## src/rtl/pio_read_serializer_pkg.sv

```systemverilog
// Shared widths and FSM encoding for the LVDA PIO read return path.
package pio_read_serializer_pkg;

    localparam int LVDC_WORD_W = 26;
    localparam int PIO_ADDR_W  = 9;

    typedef enum logic [1:0] {
        ST_IDLE  = 2'd0,
        ST_FETCH = 2'd1,
        ST_ALIGN = 2'd2,
        ST_SHIFT = 2'd3
    } rd_state_t;

endpackage

```

## src/rtl/pio_shift_out.sv

```systemverilog
// Parallel-load, strobe-enabled LSB-first shift register; counts bits already
// taken from dout and saturates at N so it can never wrap.
module pio_shift_out #(
    parameter int N     = 27,
    parameter int CNT_W = $clog2(N + 1)
) (
    input  logic         clk,
    input  logic         rst,
    input  logic         load,
    input  logic [N-1:0] din,
    input  logic         stb,
    output logic         dout,
    output logic         last
);

    logic [N-1:0]     shift_reg;
    logic [CNT_W-1:0] cnt_reg;

    always_ff @(posedge clk or posedge rst) begin
        if (rst) begin
            shift_reg <= '0;
            cnt_reg   <= '0;
        end else if (load) begin
            shift_reg <= din;
            cnt_reg   <= '0;
        end else if (stb && !last) begin
            shift_reg <= shift_reg >> 1;
            cnt_reg   <= cnt_reg + 1'b1;
        end
    end

    assign dout = shift_reg[0];
    // All N bits have been handed out; further strobes are ignored.
    assign last = (cnt_reg == CNT_W'(N));

endmodule

```

## src/rtl/pio_read_serializer.sv

```systemverilog
// PIO read return path: fetch a word from the addressed LVDA source, wait for
// word sync, then shift it to the LVDC on DINF, one bit per bit-time strobe.
module pio_read_serializer
    import pio_read_serializer_pkg::*;
#(
    parameter int WORD_W    = LVDC_WORD_W,
    parameter int ADDR_W    = PIO_ADDR_W,
    parameter int TIMEOUT   = 32,
    parameter int PARITY_EN = 1
) (
    input  logic              SIM_CLK,
    input  logic              SIM_RST,
    input  logic              BIT_STB,
    input  logic              WORD_SYNC,
    input  logic              RD_REQ,
    input  logic [ADDR_W-1:0] RD_ADDR,
    input  logic              SRC_ACK,
    input  logic [WORD_W-1:0] SRC_DATA,
    output logic              SRC_REQ,
    output logic [ADDR_W-1:0] SRC_ADDR,
    output logic              DINF,
    output logic              DIN_GATE,
    output logic              BUSY,
    output logic              DONE,
    output logic              TMO_ERR,
    output logic              OVR_ERR
);

    localparam int N     = WORD_W + ((PARITY_EN != 0) ? 1 : 0);
    localparam int CNT_W = $clog2(WORD_W + 2);
    localparam int TMO_W = $clog2(TIMEOUT + 1);

    rd_state_t         state_reg;
    logic [TMO_W-1:0]  tmo_cnt_reg;
    logic              src_req_reg;
    logic [ADDR_W-1:0] src_addr_reg;
    logic              dinf_reg;
    logic              din_gate_reg;
    logic              done_reg;
    logic              tmo_err_reg;
    logic              ovr_err_reg;

    logic              fetch_ack;
    logic              fetch_tmo;
    logic              sh_load;
    logic              sh_stb;
    logic              sh_dout;
    logic              sh_last;
    logic [N-1:0]      sh_din;
    logic [WORD_W-1:0] load_word;

    assign fetch_ack = (state_reg == ST_FETCH) && SRC_ACK;
    // An ACK arriving on the expiring strobe still wins over the timeout.
    assign fetch_tmo = (state_reg == ST_FETCH) && !SRC_ACK && BIT_STB &&
                       (tmo_cnt_reg == TMO_W'(TIMEOUT - 1));
    assign sh_load   = fetch_ack || fetch_tmo;
    assign load_word = fetch_ack ? SRC_DATA : '0;

    generate
        if (PARITY_EN != 0) begin : g_parity
            // Odd parity over data+parity; an all-zero timeout word gives 1.
            assign sh_din = {~^load_word, load_word};
        end else begin : g_no_parity
            assign sh_din = load_word;
        end
    endgenerate

    assign sh_stb = BIT_STB && (((state_reg == ST_ALIGN) && WORD_SYNC) ||
                                ((state_reg == ST_SHIFT) && !sh_last));

    pio_shift_out #(
        .N     (N),
        .CNT_W (CNT_W)
    ) u_shift (
        .clk  (SIM_CLK),
        .rst  (SIM_RST),
        .load (sh_load),
        .din  (sh_din),
        .stb  (sh_stb),
        .dout (sh_dout),
        .last (sh_last)
    );

    always_ff @(posedge SIM_CLK or posedge SIM_RST) begin
        if (SIM_RST) begin
            state_reg    <= ST_IDLE;
            tmo_cnt_reg  <= '0;
            src_req_reg  <= 1'b0;
            src_addr_reg <= '0;
            dinf_reg     <= 1'b0;
            din_gate_reg <= 1'b0;
            done_reg     <= 1'b0;
            tmo_err_reg  <= 1'b0;
            ovr_err_reg  <= 1'b0;
        end else begin
            done_reg <= 1'b0;
            // The DONE cycle still counts as busy for incoming requests.
            if (RD_REQ && ((state_reg != ST_IDLE) || done_reg))
                ovr_err_reg <= 1'b1;

            case (state_reg)
                ST_IDLE: begin
                    if (RD_REQ && !done_reg) begin
                        src_addr_reg <= RD_ADDR;
                        tmo_err_reg  <= 1'b0;
                        ovr_err_reg  <= 1'b0;
                        src_req_reg  <= 1'b1;
                        tmo_cnt_reg  <= '0;
                        state_reg    <= ST_FETCH;
                    end
                end
                ST_FETCH: begin
                    if (SRC_ACK) begin
                        src_req_reg <= 1'b0;
                        state_reg   <= ST_ALIGN;
                    end else if (BIT_STB) begin
                        if (fetch_tmo) begin
                            src_req_reg <= 1'b0;
                            tmo_err_reg <= 1'b1;
                            state_reg   <= ST_ALIGN;
                        end else begin
                            tmo_cnt_reg <= tmo_cnt_reg + 1'b1;
                        end
                    end
                end
                ST_ALIGN: begin
                    if (BIT_STB && WORD_SYNC) begin
                        dinf_reg     <= sh_dout;
                        din_gate_reg <= 1'b1;
                        state_reg    <= ST_SHIFT;
                    end
                end
                ST_SHIFT: begin
                    if (BIT_STB) begin
                        if (sh_last) begin
                            dinf_reg     <= 1'b0;
                            din_gate_reg <= 1'b0;
                            done_reg     <= 1'b1;
                            state_reg    <= ST_IDLE;
                        end else begin
                            dinf_reg <= sh_dout;
                        end
                    end
                end
                default: state_reg <= ST_IDLE;
            endcase
        end
    end

    assign SRC_REQ  = src_req_reg;
    assign SRC_ADDR = src_addr_reg;
    assign DINF     = dinf_reg;
    assign DIN_GATE = din_gate_reg;
    assign BUSY     = (state_reg != ST_IDLE);
    assign DONE     = done_reg;
    assign TMO_ERR  = tmo_err_reg;
    assign OVR_ERR  = ovr_err_reg;

endmodule

```

## config.mk

```make
export PLATFORM = sky130hd
export DESIGN_NAME = pio_read_serializer
export DESIGN_NICKNAME = d
export VERILOG_FILES = /design/src/rtl/pio_read_serializer_pkg.sv /design/src/rtl/pio_shift_out.sv /design/src/rtl/pio_read_serializer.sv
export SDC_FILE = /design/constraint.sdc
export NUM_CORES = 1
export LEC_CHECK = 0
export ABC_AREA = 1
export CAP_MARGIN = 20
export CORE_MARGIN = 3
export CORE_UTILIZATION = 45
export DETAILED_ROUTE_END_ITERATION = 12
export DONT_BUFFER_PORTS = 1
export SLEW_MARGIN = 10
export SYNTH_ARGS = -nofsm -noshare
export SYNTH_HDL_FRONTEND = slang
export SYNTH_SLANG_ARGS = --single-unit
```

## constraint.sdc

```tcl
create_clock -name SIM_CLK -period 2.5 [get_ports SIM_CLK]
set_input_delay 0.375 -clock SIM_CLK [delete_from_list [all_inputs] [get_ports SIM_CLK]]
set_output_delay 0.375 -clock SIM_CLK [all_outputs]
set_load 0.05 [all_outputs]
```

==> results of run 1 <==
[worst max-delay path, cell delays in order, from the launching register on]
cell     delay, ps
dfrtp_1        410
inv_1          120
ha_1           230
buf_4          280
nand3_1        180
inv_1           90
nand2_1         50
nand2_1         80
nand2_1         60
nand2_1         90
nand2_1         50
nand2_1         60
nand3_1         80
nand2_1         70
nand2_1         40
nand3_1         60
nand2_1         50
[synthesized netlist by cell type, types with 4 or more instances]
cell type / count / area share
inv_1: 76 / 0.086
buf_2: 9 / 0.014
dfrtp_1: 55 / 0.42
nor3_1: 6 / 0.0091
ha_1: 7 / 0.027
a21oi_1: 16 / 0.024
o21ai_0: 55 / 0.083
nor2_2: 4 / 0.0076
a31oi_1: 4 / 0.0076
nand2_1: 148 / 0.17
nand4_1: 11 / 0.021
nor2_1: 37 / 0.042
nand3_1: 32 / 0.049
[routing by layer]
metal  routed length (um)  global-route usage  vias to the layer above
met5                    0                   0                        -
met4                  116              0.0515                        0
met2                 3310               0.302                       58
met3                  451              0.0517                       12
li1                     -                   -                     1519
met1                 3270               0.229                     1277
[layout make-up]
cell class                      count  share of cell area
Clock buffer                        5              0.0196
Timing Repair Buffer                8              0.0214
Tap cell                           96              0.0342
Multi-Input combinational cell    333               0.440
Clock inverter                      3             0.00749
Inverter                           79              0.0846
Sequential cell                    55               0.392
[kinds of logic after synthesis]
kind of cell	after synthesis	synth area share
AOI/OAI and AO/OA	81	0.126
xor gates and xnor gates	2	0.00531
adders and majority gates	7	0.0265
buffers and inverters	93	0.115
DFF	55	0.417
and+or+nand+nor	243	0.310
[repair_timing]
item / in CTS / in global routing
endpoints found under the setup margin: 0 / 0
hold buffers: 1 / 0
hold endpoints to repair: 23 / 0
resized for setup: 0 / 0
[worst max path at each step]
stage / cells after the start / end / slack [ps] / startpoint
final: 16 / u_shift.shift_reg[26] / 390 / state_reg[1]
after global routing: 16 / u_shift.shift_reg[26] / 100 / state_reg[1]
after CTS: 16 / u_shift.shift_reg[26] / 380 / state_reg[1]
after detailed placement: 16 / u_shift.shift_reg[26] / 400 / state_reg[1]
after global placement: 16 / u_shift.shift_reg[26] / 470 / state_reg[1]
after floorplan: 7 / register / 550 / state_reg[0]
[per-stage QoR]
step	area (um2)	hold slack, ps	setup slack [ps]	utilization	total power, uW
after floorplan	3300	449	550	-	2920
after detailed placement	3400	338	399	0.490	3250
final	3510	164	393	0.505	3740
after CTS	3510	157	382	0.505	3790
after global routing	3510	144	97.3	0.505	4140
after global placement	3400	339	473	0.490	3210
[power breakdown]
part / switching, uW / leakage [uW] / internal (uW)
clock network: 320 / 0.0000491 / 207
registers: 479 / 0.000705 / 1200
logic: 1020 / 0.00109 / 511
==> summary.txt, run 1 <==
Floorplanning
  • Die Area: ~8400 um2
  • Core Box Area: 6940 um2
  • Number of core rows: 30
  • Die H: around 90 um
  • Die Wd: 91.6 um
  • Initial Utilization: 0.475
  • # IOs: 57

Min path
  • Worst hold-check path type: input pin to register
  • Hold Path Cell Cnt: 2
  • Hold_sp: RD_ADDR[2]
  • Hold endpoint: SRC_ADDR[2]

Clock network
  • CTS buffer count: 5
  • Root buf cell: clkbuf_8
  • Worst-Skew Late Latency: 320 ps
  • Clk sink count: 55
  • H-tree levels: 2
  • CTS tree: built
  • Clk buf depth: 2
  • Setup repair bufs after CTS: 0
  • Clock Pin Slew Worst Setup and Hold Paths: 110 ps

Timing
  • Worst slew pin tran: 517 ps
  • Max transition margin: 0.655
  • Post-Route Setup TNS: 0 ps
  • Max Freq: 0.475 GHz
  • Fin. max-slew vios: 0
  • Endpoints failing hold: 0
  • Final setup fails: 0
  • RSZ-0062 raised after global routing: false
  • Final Critical Period: 2110 ps
  • Final period util: 0.843
  • Clock Skews: 7.93 ps

Final layout
  • Share of cells above drive strength 1: 0.0538
  • Seq. cell area: 1380 um2
  • Area occupied by multi-input gates: approximately 1500 um2
  • Area Growth Syn to Fin: 6.29%
  • Fin cells: 579
  • Nets: 530
  • Number of fill cells: 703
  • Max FFs per register: 27
  • Most common cell after layout, fill and taps aside: nand2_1
  • Antenna cell count: 0
  • Commonest non-fill, non-tap cells in the layout: 148 x nand2_1, 75 x inv_1, 55 x dfrtp_1, 55 x o21ai_0, 37 x nor2_1

Synth
  • Syn_area_per_cell: approximately 6.9 um2
  • Mapped Nets: about 530
  • Cell area after synthesis: roughly 3300 um2
  • Yosys reg bits: 55
  • Library cells used by synthesis: 26
  • Number of synthesized flops with an enable pin: 0
  • Ys Warns: 0
  • Top_reg_cell synth: dfrtp_1
  • Seq/Total Area, Yosys: 0.417
  • Async set-reset flop share out of synthesis: 1.00
  • Gate count of the mapped netlist: 481

Route
  • Drt pass-1 iters: 5
  • Number of DRC markers in iteration 0: 72
  • Final WL: 7.15 mm
  • WL per Instance: about 12 um
  • DR vias/cell: 4.95
  • ANT nets after route: 0
  • Via Count: between 2,000 and 3,000
  • DR DRC count: 0

Critical path
  • Crit end category: register
  • Register-to-Register Setup Slack: 390 ps
  • R2R Path End: u_shift.shift_reg[26]
  • Kind of critical path: register to register
  • Critical Path Start Type: register
  • Reg-to-Reg Start: state_reg[1]
  • Crit path arrival time: around 2300 ps
  • Worst R2R Path Depth: 16
  • Worst Path Required: 2710 ps
  • Crit path max fanout: 22

Place
  • Placed insts: 570
  • RD Place Congestion: around 0.8
  • Hpwl dp: between 5 and 6 mm
  • Port bufs: 0

Flow run
  • Maxcap violations: 0

Global routing
  • Total GRT Usage: 0.181
  • Global-route wire length before repair: 12.5 mm
  • Vias in the first global route: 2,690
  • Grt ovf: 0
  • Initial antenna violation count: 0
  • Largest net degree at the start of global routing: 50

Power and ir drop
  • Peak supply drop: 0.000367 V
  • Pleak: ~0.0018 uW
  • Pwr/cell area: between 1000 and 1500 nW/um2

Outcome
  • Status: complete, no violations
(Power assumes the default switching activity.)
==> run 2, diff against run 1 <==
Clock period 2.5 ns to 1.75 ns, I/O delays scaled along.
==> run 2 against run 1 <==
  * Utilization is 16 points higher
  * Sequential power is 45% higher
  * Fmax is 12% higher
  * Via count rose by 14%
  * Combinational power increased to 2.8 times the previous value
  * Register-to-register slack got worse by 520 ps
  * Worst setup slack lost 520 ps
  * Clock skew barely moved
  * First-iteration DRC count grew 130%
  * Non-clock buffer count increased by 67
  * Final cell count rose by 11%
  * Largest power group is now combinational cells
  * The run now ends with setup timing left
==> summary.txt, run 2 (same netlist as run 1, synthesis figures left out) <==
Critical path
  • Worst R2R Path Depth: 12
  • WP depth: 12
  • Crit path arrival time: 2080 ps
  • Crit path max-delay family: simple AND/OR/NAND/NOR gates
  • Max incr delay on CP: 460 ps
  • Crit-path cells: ha_4 > buf_4 > buf_6 > buf_4 > inv_2 > nor2_1 > nand2_1 > nand2_1 > a21oi_2 > nand3_2 > nor3_2 > a21oi_1
  • R2R Path End: state_reg[0]
  • Worst Path Required: 1950 ps
  • Crit path max fanout: 4
  • Worst setup path end: state_reg[0]
  • Buf/Inv on CP: 4
  • Crit path from: state_reg[0]
  • Register-to-Register Setup Slack: -130 ps
  • Crit end category: register
  • Reg-to-Reg Start: state_reg[0]
  • Kind of critical path: register to register
  • Critical Path Start Type: register
  • CP max-delay cell: dfrtp_2

Route
  • ANT nets after route: 0
  • DR vias/cell: 5.07
  • Drt pass-1 iters: 4
  • Number of DRC markers in iteration 0: 168
  • Final WL: 9.01 mm
  • WL per Instance: between 10 and 15 um
  • DR DRC count: 0
  • Via Count: 3,269

Floorplanning
  • Number of core rows: 30
  • Core Box Area: a little under 7000 um2
  • Die Area: 8400 um2
  • Die Wd: 91.6 um
  • Die H: ~92 um
  • # IOs: 57
  • Initial Utilization: 0.475

Global routing
  • Initial antenna violation count: 0
  • Global-route wire length before repair: about 14 mm
  • Largest net degree at the start of global routing: 27
  • Vias in the first global route: 3,136
  • Grt ovf: 0
  • Total GRT Usage: 0.206

Final layout
  • Most common cell after layout, fill and taps aside: nand2_1
  • Commonest non-fill, non-tap cells in the layout: 125 x nand2_1, 67 x inv_1, 55 x buf_4
  • Share of cells above drive strength 1: 0.321
  • Number of fill cells: a little under 600
  • Area Growth Syn to Fin: 40.9%
  • Nets: 597
  • Fin cells: around 650
  • Final design utilization: 0.670
  • Antenna cell count: 0
  • Max FFs per register: 27

Timing
  • RSZ-0062 raised after global routing: true
  • Final setup fails: 33
  • Max transition margin: 0.634
  • Worst slew pin tran: 548 ps
  • Hold Worst Slack: ~65 ps
  • Max Freq: between 0.5 and 0.6 GHz
  • Post-Route Setup TNS: -2560 ps
  • Final period util: 1.07
  • Setup ws final: -129 ps
  • Endpoints failing hold: 0
  • Final Critical Period: between 1500 and 2000 ps
  • Clock Skews: 8.35 ps
  • Fin. max-slew vios: 0

Clock network
  • Root buf cell: clkbuf_8
  • CTS tree: built
  • CTS buffer count: 5
  • Worst-Skew Late Latency: 310 ps
  • H-tree levels: 2
  • Clk buf depth: 2
  • Clk sink count: 55
  • Clock Pin Slew Worst Setup and Hold Paths: 100 ps

Min path
  • Worst hold-check path type: input pin to register
  • Hold Path Cell Cnt: 2

Power and ir drop
  • Pleak: 0.00231 uW
  • Peak supply drop: 0.000693 V
  • Pwr/cell area: 1640 nW/um2

Outcome
  • Status: finished, violations left
  • Failing checks: setup timing

Place
  • Hpwl dp: 5.88 mm
  • Port bufs: 0
  • RD Place Congestion: 0.869
  • Placed insts: 619

Flow run
  • Maxcap violations: 0
-- run 2: changes by cell type in the layout (fill, tap and decap cells not counted), sizes merged --
cell and delta:
buf +64, clkbuf +3, inv -3, bufinv +1, clkinvlp +1
-- run 2: power breakdown --
part | total [uW] | switching (uW) | leakage, uW | internal [uW]
logic | 4360 | 2320 | 0.00155 | 2040
clock network | 832 | 414 | 0.0000502 | 419
registers | 2440 | 714 | 0.000704 | 1720
total | 7630 | 3450 | 0.00231 | 4190
-- run 2: area by class of cell --
cell class | count | area [um2] | area share
clock inverter | 2 | 37.5 | 0.00807
sequential | 55 | 1380 | 0.296
clock buffer | 5 | 68.8 | 0.0148
multi-input combinational | 333 | 1970 | 0.423
inverter | 79 | 308 | 0.0662
tap | 96 | 120 | 0.0258
timing repair buffer | 75 | 771 | 0.166
-- run 2: routing by layer --
layer  vias to the layer above  share of wire  global-route usage
met5                         -              0                   0
met4                         0          0.015              0.0616
met3                        14          0.064              0.0525
met2                        88           0.51               0.365
met1                      1503           0.41               0.244
li1                       1664              -                   -
-- run 2: worst min path at each step --
stage	startpoint	endpoint
finish	RD_ADDR[8]	SRC_ADDR[8]
floorplan	RD_ADDR[0]	SRC_ADDR[0]
detailed placement	SIM_RST	SRC_ADDR[1]
CTS	RD_ADDR[8]	SRC_ADDR[8]
global route	RD_ADDR[3]	SRC_ADDR[3]
global placement	SIM_RST	SRC_ADDR[1]
-- run 2: through the flow --
stage	setup WS, ps	area, um2	total power [uW]
2_1_floorplan	-3.68	3310	4180
3_3_place_gp	-213	3830	5130
3_5_place_dp	-216	3830	5180
4_1_cts	-51.3	4120	6480
5_1_grt	-255	4650	8210
6_report	-129	4650	7630
-- run 2: what timing repair did --
item,4_1_cts,5_1_grt
hold buffers,1,0
hold endpoints to repair,24,0
pin swaps,8,14
endpoints found under the setup margin,38,40
gates resized for setup,34,126
gates cloned,2,3
buffers inserted,5,8
